## config.mk

```make
export PLATFORM = sky130hd
export DESIGN_NAME = song_sequencer
export DESIGN_NICKNAME = d
export VERILOG_FILES = /design/src/rtl/song_sequencer_pkg.sv /design/src/rtl/song_sequencer_beat_timer.sv /design/src/rtl/song_sequencer.sv
export SDC_FILE = /design/constraint.sdc
export NUM_CORES = 1
export LEC_CHECK = 0
export BUFFER_PORTS_ARGS = -buffer_cell sky130_fd_sc_hd__buf_2
export CAP_MARGIN = 15
export CORE_MARGIN = 1.5
export CORE_UTILIZATION = 50
export CTS_CLUSTER_SIZE = 8
export DETAILED_ROUTE_END_ITERATION = 8
export HOLD_SLACK_MARGIN = 0.12
export PLACE_DENSITY = 0.72
export SLEW_MARGIN = 10
export SYNTH_ARGS = -nofsm -noshare
export SYNTH_HDL_FRONTEND = slang
export SYNTH_SLANG_ARGS = --single-unit
```

## constraint.sdc

```tcl
create_clock -name i_clk -period 2.17 [get_ports i_clk]
set_input_delay 0 -clock i_clk [delete_from_list [all_inputs] [get_ports i_clk]]
set_output_delay 0 -clock i_clk [all_outputs]
set_load 0.02 [all_outputs]
```

## src/rtl/song_sequencer_pkg.sv

```systemverilog
// Shared mode encodings and note-index constants for the song sequencer.
// Combinational only: no latency and no flow control.
package song_sequencer_pkg;

  localparam int NOTE_W = 4;
  localparam logic [NOTE_W-1:0] NOTE_REST = 4'd0;

  typedef enum logic [1:0] {
    MODE_IDLE   = 2'b00,
    MODE_PLAY   = 2'b01,
    MODE_PAUSE  = 2'b10,
    MODE_MANUAL = 2'b11
  } mode_e;

endpackage

```

## src/rtl/song_sequencer_beat_timer.sv

```systemverilog
// Beat timer: counts enabled cycles 0..BEAT_DIV-1 and emits a registered tick on wrap.
// Tick rises one cycle after the count reaches BEAT_DIV-1; no backpressure, EN=0 freezes the count.
module song_sequencer_beat_timer #(
  parameter int BEAT_DIV = 12500
) (
  input  logic i_clk,
  input  logic i_rst,
  input  logic i_en,
  input  logic i_clr,
  output logic o_tick
);

  localparam int CNT_W = (BEAT_DIV > 1) ? $clog2(BEAT_DIV) : 1;

  logic [CNT_W-1:0] r_cnt;
  logic             r_tick;
  logic             w_last;

  assign w_last = (r_cnt == CNT_W'(BEAT_DIV - 1));
  assign o_tick = r_tick;

  always_ff @(posedge i_clk or posedge i_rst) begin
    if (i_rst) begin
      r_cnt  <= '0;
      r_tick <= 1'b0;
    end else if (i_clr) begin
      r_cnt  <= '0;
      r_tick <= 1'b0;
    end else begin
      r_tick <= i_en && w_last;
      if (i_en) begin
        r_cnt <= w_last ? '0 : r_cnt + 1'b1;
      end
    end
  end

endmodule

```

## src/rtl/song_sequencer.sv

```systemverilog
// Song sequencer: plays a song ROM at a fixed tempo or passes manual keys through to the tone decoder.
// INX follows a ROM address load by 2 cycles, a manual key by 1 cycle; no backpressure, commands are pulses.
module song_sequencer
  import song_sequencer_pkg::*;
#(
  parameter int BEAT_DIV = 12500,
  parameter int ADDR_W   = 8,
  parameter int SONG_LEN = 139,
  parameter int LOOP     = 1
) (
  input  logic              i_clk,
  input  logic              i_rst,
  input  logic              i_start,
  input  logic              i_pause,
  input  logic              i_stop,
  input  logic [3:0]        i_key,
  output logic [ADDR_W-1:0] o_rom_addr,
  input  logic [3:0]        i_rom_data,
  output logic [3:0]        o_inx,
  output logic              o_beat,
  output logic [1:0]        o_mode,
  output logic              o_done
);

  mode_e              r_mode, w_mode_nx;
  logic [ADDR_W-1:0]  r_addr, w_addr_nx;
  logic [NOTE_W-1:0]  r_inx, w_inx_nx;
  logic               r_v1, w_v1_nx;
  logic               r_v2, w_v2_nx;
  logic               r_done, w_done_nx;
  logic               w_tmr_en, w_tmr_clr;
  logic               w_beat;
  logic               w_last_addr;

  assign w_last_addr = (r_addr == ADDR_W'(SONG_LEN - 1));

  song_sequencer_beat_timer #(
    .BEAT_DIV(BEAT_DIV)
  ) u_beat_timer (
    .i_clk (i_clk),
    .i_rst (i_rst),
    .i_en  (w_tmr_en),
    .i_clr (w_tmr_clr),
    .o_tick(w_beat)
  );

  always_ff @(posedge i_clk or posedge i_rst) begin
    if (i_rst) begin
      r_mode <= MODE_IDLE;
      r_addr <= '0;
      r_inx  <= NOTE_REST;
      r_v1   <= 1'b0;
      r_v2   <= 1'b0;
      r_done <= 1'b0;
    end else begin
      r_mode <= w_mode_nx;
      r_addr <= w_addr_nx;
      r_inx  <= w_inx_nx;
      r_v1   <= w_v1_nx;
      r_v2   <= w_v2_nx;
      r_done <= w_done_nx;
    end
  end

  // r_v1/r_v2 track a fetch: v1 = address just loaded, v2 = ROM_DATA now valid.
  always_comb begin
    w_mode_nx = r_mode;
    w_addr_nx = r_addr;
    w_inx_nx  = r_inx;
    w_v1_nx   = 1'b0;
    w_v2_nx   = r_v1;
    w_done_nx = 1'b0;
    w_tmr_en  = 1'b0;
    w_tmr_clr = 1'b0;

    if (i_stop) begin
      w_mode_nx = MODE_IDLE;
      w_addr_nx = '0;
      w_inx_nx  = NOTE_REST;
      w_v2_nx   = 1'b0;
      w_tmr_clr = 1'b1;
    end else if (i_start) begin
      w_mode_nx = MODE_PLAY;
      w_addr_nx = '0;
      w_v1_nx   = 1'b1;
      w_v2_nx   = 1'b0;
      w_tmr_clr = 1'b1;
    end else begin
      case (r_mode)
        MODE_IDLE, MODE_MANUAL: begin
          w_inx_nx  = i_key;
          w_mode_nx = (i_key != NOTE_REST) ? MODE_MANUAL : MODE_IDLE;
        end
        MODE_PAUSE: begin
          if (i_pause) begin
            w_mode_nx = MODE_PLAY;
            w_v1_nx   = 1'b1;
          end
        end
        default: begin
          if (i_pause) begin
            w_mode_nx = MODE_PAUSE;
            w_inx_nx  = NOTE_REST;
            w_v2_nx   = 1'b0;
          end else begin
            w_tmr_en = 1'b1;
            if (r_v2) begin
              w_inx_nx = i_rom_data;
            end
            if (w_beat) begin
              if (!w_last_addr) begin
                w_addr_nx = r_addr + 1'b1;
                w_v1_nx   = 1'b1;
              end else if (LOOP != 0) begin
                w_addr_nx = '0;
                w_v1_nx   = 1'b1;
              end else begin
                w_mode_nx = MODE_IDLE;
                w_addr_nx = '0;
                w_inx_nx  = NOTE_REST;
                w_v2_nx   = 1'b0;
                w_done_nx = 1'b1;
                w_tmr_en  = 1'b0;
                w_tmr_clr = 1'b1;
              end
            end
          end
        end
      endcase
    end
  end

  assign o_rom_addr = r_addr;
  assign o_inx      = r_inx;
  assign o_beat     = w_beat;
  assign o_mode     = r_mode;
  assign o_done     = r_done;

endmodule

```

==> metrics.md, run 1 <==
| Metric | Value |
|---|---|
| Fraction of synthesized area in multiplexers | 0% |
| Worst-path fanout max | 9 |
| Syn avg cell area | 9.32 um2 |
| CTS sink cnt | 31 |
| Total area of multi-input combinational cells | 995 um2 |
| Peak VDD IR | 0.000381 V |
| Status | finished, final reports clean |
| Number of nets in the layout | 257 |
| Core Util, Final | 64.3% |
| Final ANT Viol Nets | 0 |
| Count of final setup violators | 0 |
| Grt met2 use | 35.0% |
| Hold Path Class | input pin to flip-flop |
| Most common cell after layout, fill and taps aside | dfrtp_1 |
| RSZ-0062 raised after global routing | no |
| Post-synthesis adder-cell area fraction | 4.72% |
| Vias/cell | 5.89 |
| Library cells used by synthesis | 49 |
| Synth Area in Simple Gates | 26.3% |
| Worst hold margin | 136 ps |
| Row count | 21 |
| Setup crit end kind | flip-flop |
| Leak pwr | 0.000938 uW |
| Total GRT Usage | 23.1% |
| Global route total overflow | 0 |
| Arrival time worst endpoint | 2200 ps |
| Inserted Clock Buffers | 5 |
| Critical path required time | 2360 ps |
| Finished Cell Area | 2210 um2 |
| Measured slew at the worst slew-check pin | 596 ps |
| Drt drc | 0 |
| Max Clock Skew | 4.97 ps |
| Critical setup path kind | flip-flop to flip-flop |
| Fmax achieved | 498 MHz |
| Met1 global-route usage | 30.7% |
| Met3 usage | 6.16% |
| Worst setup SP type | flip-flop |
| Slew Limit Fails | 0 |
| Placed insts | 267 |
| Fin cells | 284 |
| WL final | 4.33 mm |
| DRT Pass-1 Iters | 4 |
| CTS Root Cell | clkbuf_8 |
| Synth Warn # | 0 |
| # H-tree levels | 2 |
| Placed cell area | 2020 um2 |
| Post-CTS Setup Bufs | 0 |
| Final TNS setup | 0 ps |
| Wire length of the first global-routing pass | 7.38 mm |
| Clock tree buffer depth | 2 |
| Post-synth EDFFs | 0 |
| Synthesis-to-finish area growth | 19.4% |
| DIE WIDTH | 63.9 um |
| Layout cells sized above 1 | 22.3% |
| Post-Synth XOR/XNOR Area | 3.78% |
| Syn nets | 219 |
| # IOs | 29 |
| Worst-Skew Late Latency | 290 ps |
| Starting Density | 53.9% |
| Core area | 3440 um2 |
| Global route hottest layer | met2 |
| Vias in the first global route | 1625 |
| Syn Inst Count | 199 |
| Power Density | 604 nW/um2 |
| Post-DP HPWL | 2.94 mm |
| Fill cells | 300 |
| Max_slew headroom | 60.2% |
| #FFs+latches synth | 31 |
| Initial antenna violation count | 0 |
| GPL Wtd Cong | 0.928 |
| Main combinational cell family by area after synthesis | simple AND/OR/NAND/NOR gates |
| Worst-path clk slew | 70 ps |
| Wire length per cell | 15.2 um |
| Crit path time final | 2010 ps |
| Final Cycle Share | 92.5% |
| DIE AREA | 4080 um2 |
| Max cap viols | 0 |
| Port Buffers | 27 |
| Ys flop type | dfrtp_1 |
| Post-synthesis compound-gate area fraction | 18.4% |
| Reg area | 776 um2 |
| Final Hold Viols | 0 |
| Largest net degree at the start of global routing | 20 |
| Share of synthesized flip-flops with an asynchronous set or reset | 100% |
| CTS tree | yes |
| Via count of the routed design | 1672 |
| DRT iter0 DRCs | 128 |
| Commonest non-fill, non-tap cells in the layout | dfrtp_1 (31), buf_2 (27), nor2_1 (19) |
| Diode count | 0 |
| Seq/Total Area, Yosys | 41.8% |
| Die height | 63.9 um |
| Post-Syn Area | 1850 um2 |
[layout make-up]
type / count / area share (%)
repair buffers: 40 / 11.5
well taps: 46 / 2.60
multi-input cells: 151 / 44.9
inverters: 8 / 1.36
clock buffers: 8 / 4.52
flip-flops and latches: 31 / 35.0
[path summary, 6_finish.rpt]
kind	end	from	cells past startpoint	slack, ps
worst max-delay path	o_inx[0]$_DFFE_PP0P_	o_mode[0]$_DFFE_PP0P_	6	160
worst min-delay path	o_inx[1]$_DFFE_PP0P_	i_key[1]	3	140
worst max register to register	o_inx[0]$_DFFE_PP0P_	o_mode[0]$_DFFE_PP0P_	6	160
worst min register to register	r_v2$_DFF_PP0_	r_v1$_DFF_PP0_	1	500
max in group asynchronous	u_beat_timer.r_cnt[9]$_DFFE_PP0P_	i_rst	4	1210
min in group asynchronous	o_inx[2]$_DFFE_PP0P_	i_rst	3	320
[sequential cells by signal (all words and copies together), names as in the netlist]
| register | flops |
|---|---|
| u_beat_timer.o_tick | 1 |
| u_beat_timer.r_cnt | 14 |
| o_rom_addr | 8 |
| o_mode | 2 |
| r_v1 | 1 |
| r_v2 | 1 |
| o_inx | 4 |
[what timing repair did]
item	in CTS	in global routing
gates resized for setup	0	2
hold endpoints to repair	21	0
setup endpoints to repair	0	2
hold buffers	9	0
[worst max-delay path, cell delays in order (launching register included)]
cell           delay, ps
dfrtp_1              410
inv_1                 70
ha_2                 350
nor2_2               170
a22oi_1               80
dlygate4sd3_1        570
a211oi_1             270
[per-layer routing]
metal  vias up  part of all wire [%]
met4         0                   1.4
met2        57                    47
li1        804                     -
met1       804                    45
met5         -                     0
met3         7                   6.1
[power breakdown]
part | leakage [uW] | internal [uW] | switching [uW]
sequential | 0.000426 | 594 | 11.9
clock | 0.0000515 | 289 | 220
combinational | 0.000460 | 89.1 | 132
[through the flow]
step / setup WS, ps / power [uW]
global placement: 423 / 804
detailed placement: 378 / 810
global route: 31.2 / 1390
floorplan: 295 / 757
CTS: 108 / 1340
finish: 163 / 1340
[synthesized netlist by cell type, types with 3 or more instances]
master / number / area share, %
dfrtp_1: 31 / 42
nor2_1: 20 / 4.0
nand2_1: 18 / 3.6
a211oi_1: 9 / 3.6
a21oi_1: 8 / 2.2
a31oi_1: 8 / 2.7
inv_1: 8 / 1.6
o21ai_0: 8 / 2.2
ha_1: 7 / 4.7
nand3_1: 7 / 1.9
nor3_1: 6 / 1.6
xnor2_1: 6 / 2.8
buf_2: 5 / 1.3
nand4_1: 5 / 1.7
a22oi_1: 4 / 1.6
nand3b_1: 4 / 1.6
buf_4: 3 / 1.2
[cells by family (layout without fill, tap and decap cells)]
| kind of cell | count (synthesis) | in the layout |
|---|---|---|
| simple gates | 86 | 86 |
| compound gates | 49 | 49 |
| xor+xnor | 8 | 8 |
| buf+inv | 17 | 56 |
| other cells | 1 | 1 |
| fa+ha+maj | 7 | 7 |
| flops | 31 | 31 |
Note: power is estimated with default switching activity, not from simulation.
==> run 2: changes to the inputs <==
--- a/config.mk
+++ b/config.mk
@@ -9,6 +9,7 @@
 export CAP_MARGIN = 15
 export CORE_MARGIN = 1.5
 export CORE_UTILIZATION = 50
+export CTS_BUF_LIST = sky130_fd_sc_hd__clkbuf_8
 export CTS_CLUSTER_SIZE = 8
 export DETAILED_ROUTE_END_ITERATION = 8
 export HOLD_SLACK_MARGIN = 0.12
==> metrics.md, run 2 (synthesis results as in run 1) <==
| Metric | Value |
|---|---|
| DRT iter0 DRCs | 128 |
| CTS tree | yes |
| Vias in the first global route | 1625 |
| Worst-path clk slew | 70 ps |
| Row count | 21 |
| Worst-Skew Late Latency | 290 ps |
| Drt drc | 0 |
| Total area of multi-input combinational cells | 995 um2 |
| CTS sink cnt | 31 |
| Final Hold Viols | 0 |
| Port Buffers | 27 |
| CTS Root Cell | clkbuf_8 |
| Largest net degree at the start of global routing | 20 |
| Final ANT Viol Nets | 0 |
| Commonest non-fill, non-tap cells in the layout | dfrtp_1 (31), buf_2 (27), nor2_1 (19) |
| Number of flip-flops in the largest register | 14 |
| Comb power frac | 16.6% |
| Power Density | 603 nW/um2 |
| Fmax achieved | 497 MHz |
| RSZ-0062 raised after global routing | no |
| # IOs | 29 |
| Vias/cell | 5.88 |
| Critical setup path kind | flip-flop to flip-flop |
| Diode count | 0 |
| Setup slack at placement | 378 ps |
| Via count of the routed design | 1669 |
| Sw frac | 27.5% |
| Hold Path Class | input pin to flip-flop |
| Worst setup SP type | flip-flop |
| Final Cycle Share | 92.7% |
| Starting Density | 53.9% |
| Post-DP HPWL | 2.94 mm |
| Arrival time worst endpoint | 2200 ps |
| Clock tree buffer depth | 2 |
| Reg power frac | 45.4% |
| Die height | 63.9 um |
| Crit path time final | 2010 ps |
| Core area | 3440 um2 |
| Net Switching | 368 uW |
| Measured slew at the worst slew-check pin | 597 ps |
| Initial antenna violation count | 0 |
| Slew Limit Fails | 0 |
| Worst-path fanout max | 9 |
| Max_slew headroom | 60.1% |
| Setup crit end kind | flip-flop |
| Critical path required time | 2360 ps |
| # H-tree levels | 2 |
| Count of final setup violators | 0 |
| Pint | 968 uW |
| DIE WIDTH | 63.9 um |
| Layout cells sized above 1 | 22.3% |
| Wire length per cell | 15.3 um |
| Wire length of the first global-routing pass | 7.38 mm |
| Reg area | 776 um2 |
| Most common cell after layout, fill and taps aside | dfrtp_1 |
| Clock power share | 38.0% |
| Max Clock Skew | 5.04 ps |
| Peak VDD IR | 0.000382 V |
| Synthesis-to-finish area growth | 19.4% |
| Number of nets in the layout | 257 |
| Final TNS setup | 0 ps |
| Global route total overflow | 0 |
| PnR worst setup slack | 159 ps |
| Status | finished, final reports clean |
| Leak pwr | 0.000942 uW |
| DIE AREA | 4080 um2 |
| Max cap viols | 0 |
| Total GRT Usage | 23.1% |
| Fill cells | 300 |
| Top reg by flops | u_beat_timer.r_cnt |
| DRT Pass-1 Iters | 4 |
| GPL Wtd Cong | 0.928 |
| WL final | 4.35 mm |
| Inserted Clock Buffers | 5 |
run 2: cell types whose count changed in the layout (fill, tap and decap cells not counted):
cell      change
clkbuf_1      -1
inv_1         +1
run 2: metrics by stage:
stage                     util, %  power [uW]  instances  area [um2]  hold slack (ps)
final                        64.3        1340        284        2210              135
after global routing         64.3        1390        284        2210              164
after CTS                    64.2        1330        284        2210              122
after detailed placement     58.6         810        267        2020             91.2
after global placement       58.6         804        267        2020             95.5
after floorplan                 -         757        199        1850              104
run 2: what timing repair did:
item	CTS	global route
setup endpoints to repair	0	2
buffers inserted	0	0
endpoints found under the hold margin	21	0
hold buffers	9	0
resized for setup	0	2
run 2: worst paths after layout:
check                                 startpoint                                 to  slack [ps]  cells after the start
max in group asynchronous                  i_rst  u_beat_timer.r_cnt[9]$_DFFE_PP0P_        1200                      4
min reg2reg                       r_v1$_DFF_PP0_                     r_v2$_DFF_PP0_         500                      1
max                        o_mode[0]$_DFFE_PP0P_               o_inx[0]$_DFFE_PP0P_         160                      6
min                                     i_key[1]               o_inx[1]$_DFFE_PP0P_         140                      3
max reg2reg                o_mode[0]$_DFFE_PP0P_               o_inx[0]$_DFFE_PP0P_         160                      6
min in group asynchronous                  i_rst               o_inx[2]$_DFFE_PP0P_         330                      3
run 2: per-layer routing:
metal | wire [um] | up-vias | track usage (%)
met5 | 0 | - | 0
met1 | 2010 | 808 | 30.7
met2 | 2050 | 50 | 35.0
met3 | 240 | 5 | 6.16
met4 | 53 | 0 | 10.3
li1 | - | 806 | -
run 2: layout make-up:
type,instances,area share (%)
Clock inverter,1,0.170
Clock buffer,7,4.35
Inverter,8,1.36
Timing Repair Buffer,40,11.5
Tap cell,46,2.60
Multi-Input combinational cell,151,44.9
Sequential cell,31,35.0
run 2: worst max-delay path, cell delays in order (launching register included):
cell	delay, ps
dfrtp_1	410
inv_1	70
ha_2	350
nor2_2	170
a22oi_1	80
dlygate4sd3_1	570
a211oi_1	270
run 2: power groups by stage:
stage | registers (uW) | clock network [uW] | logic, uW
global placement | 615 | 0 | 189
detailed placement | 616 | 0 | 194
floorplan | 633 | 0 | 124
finish | 606 | 508 | 222
CTS | 606 | 514 | 213
global route | 609 | 535 | 242
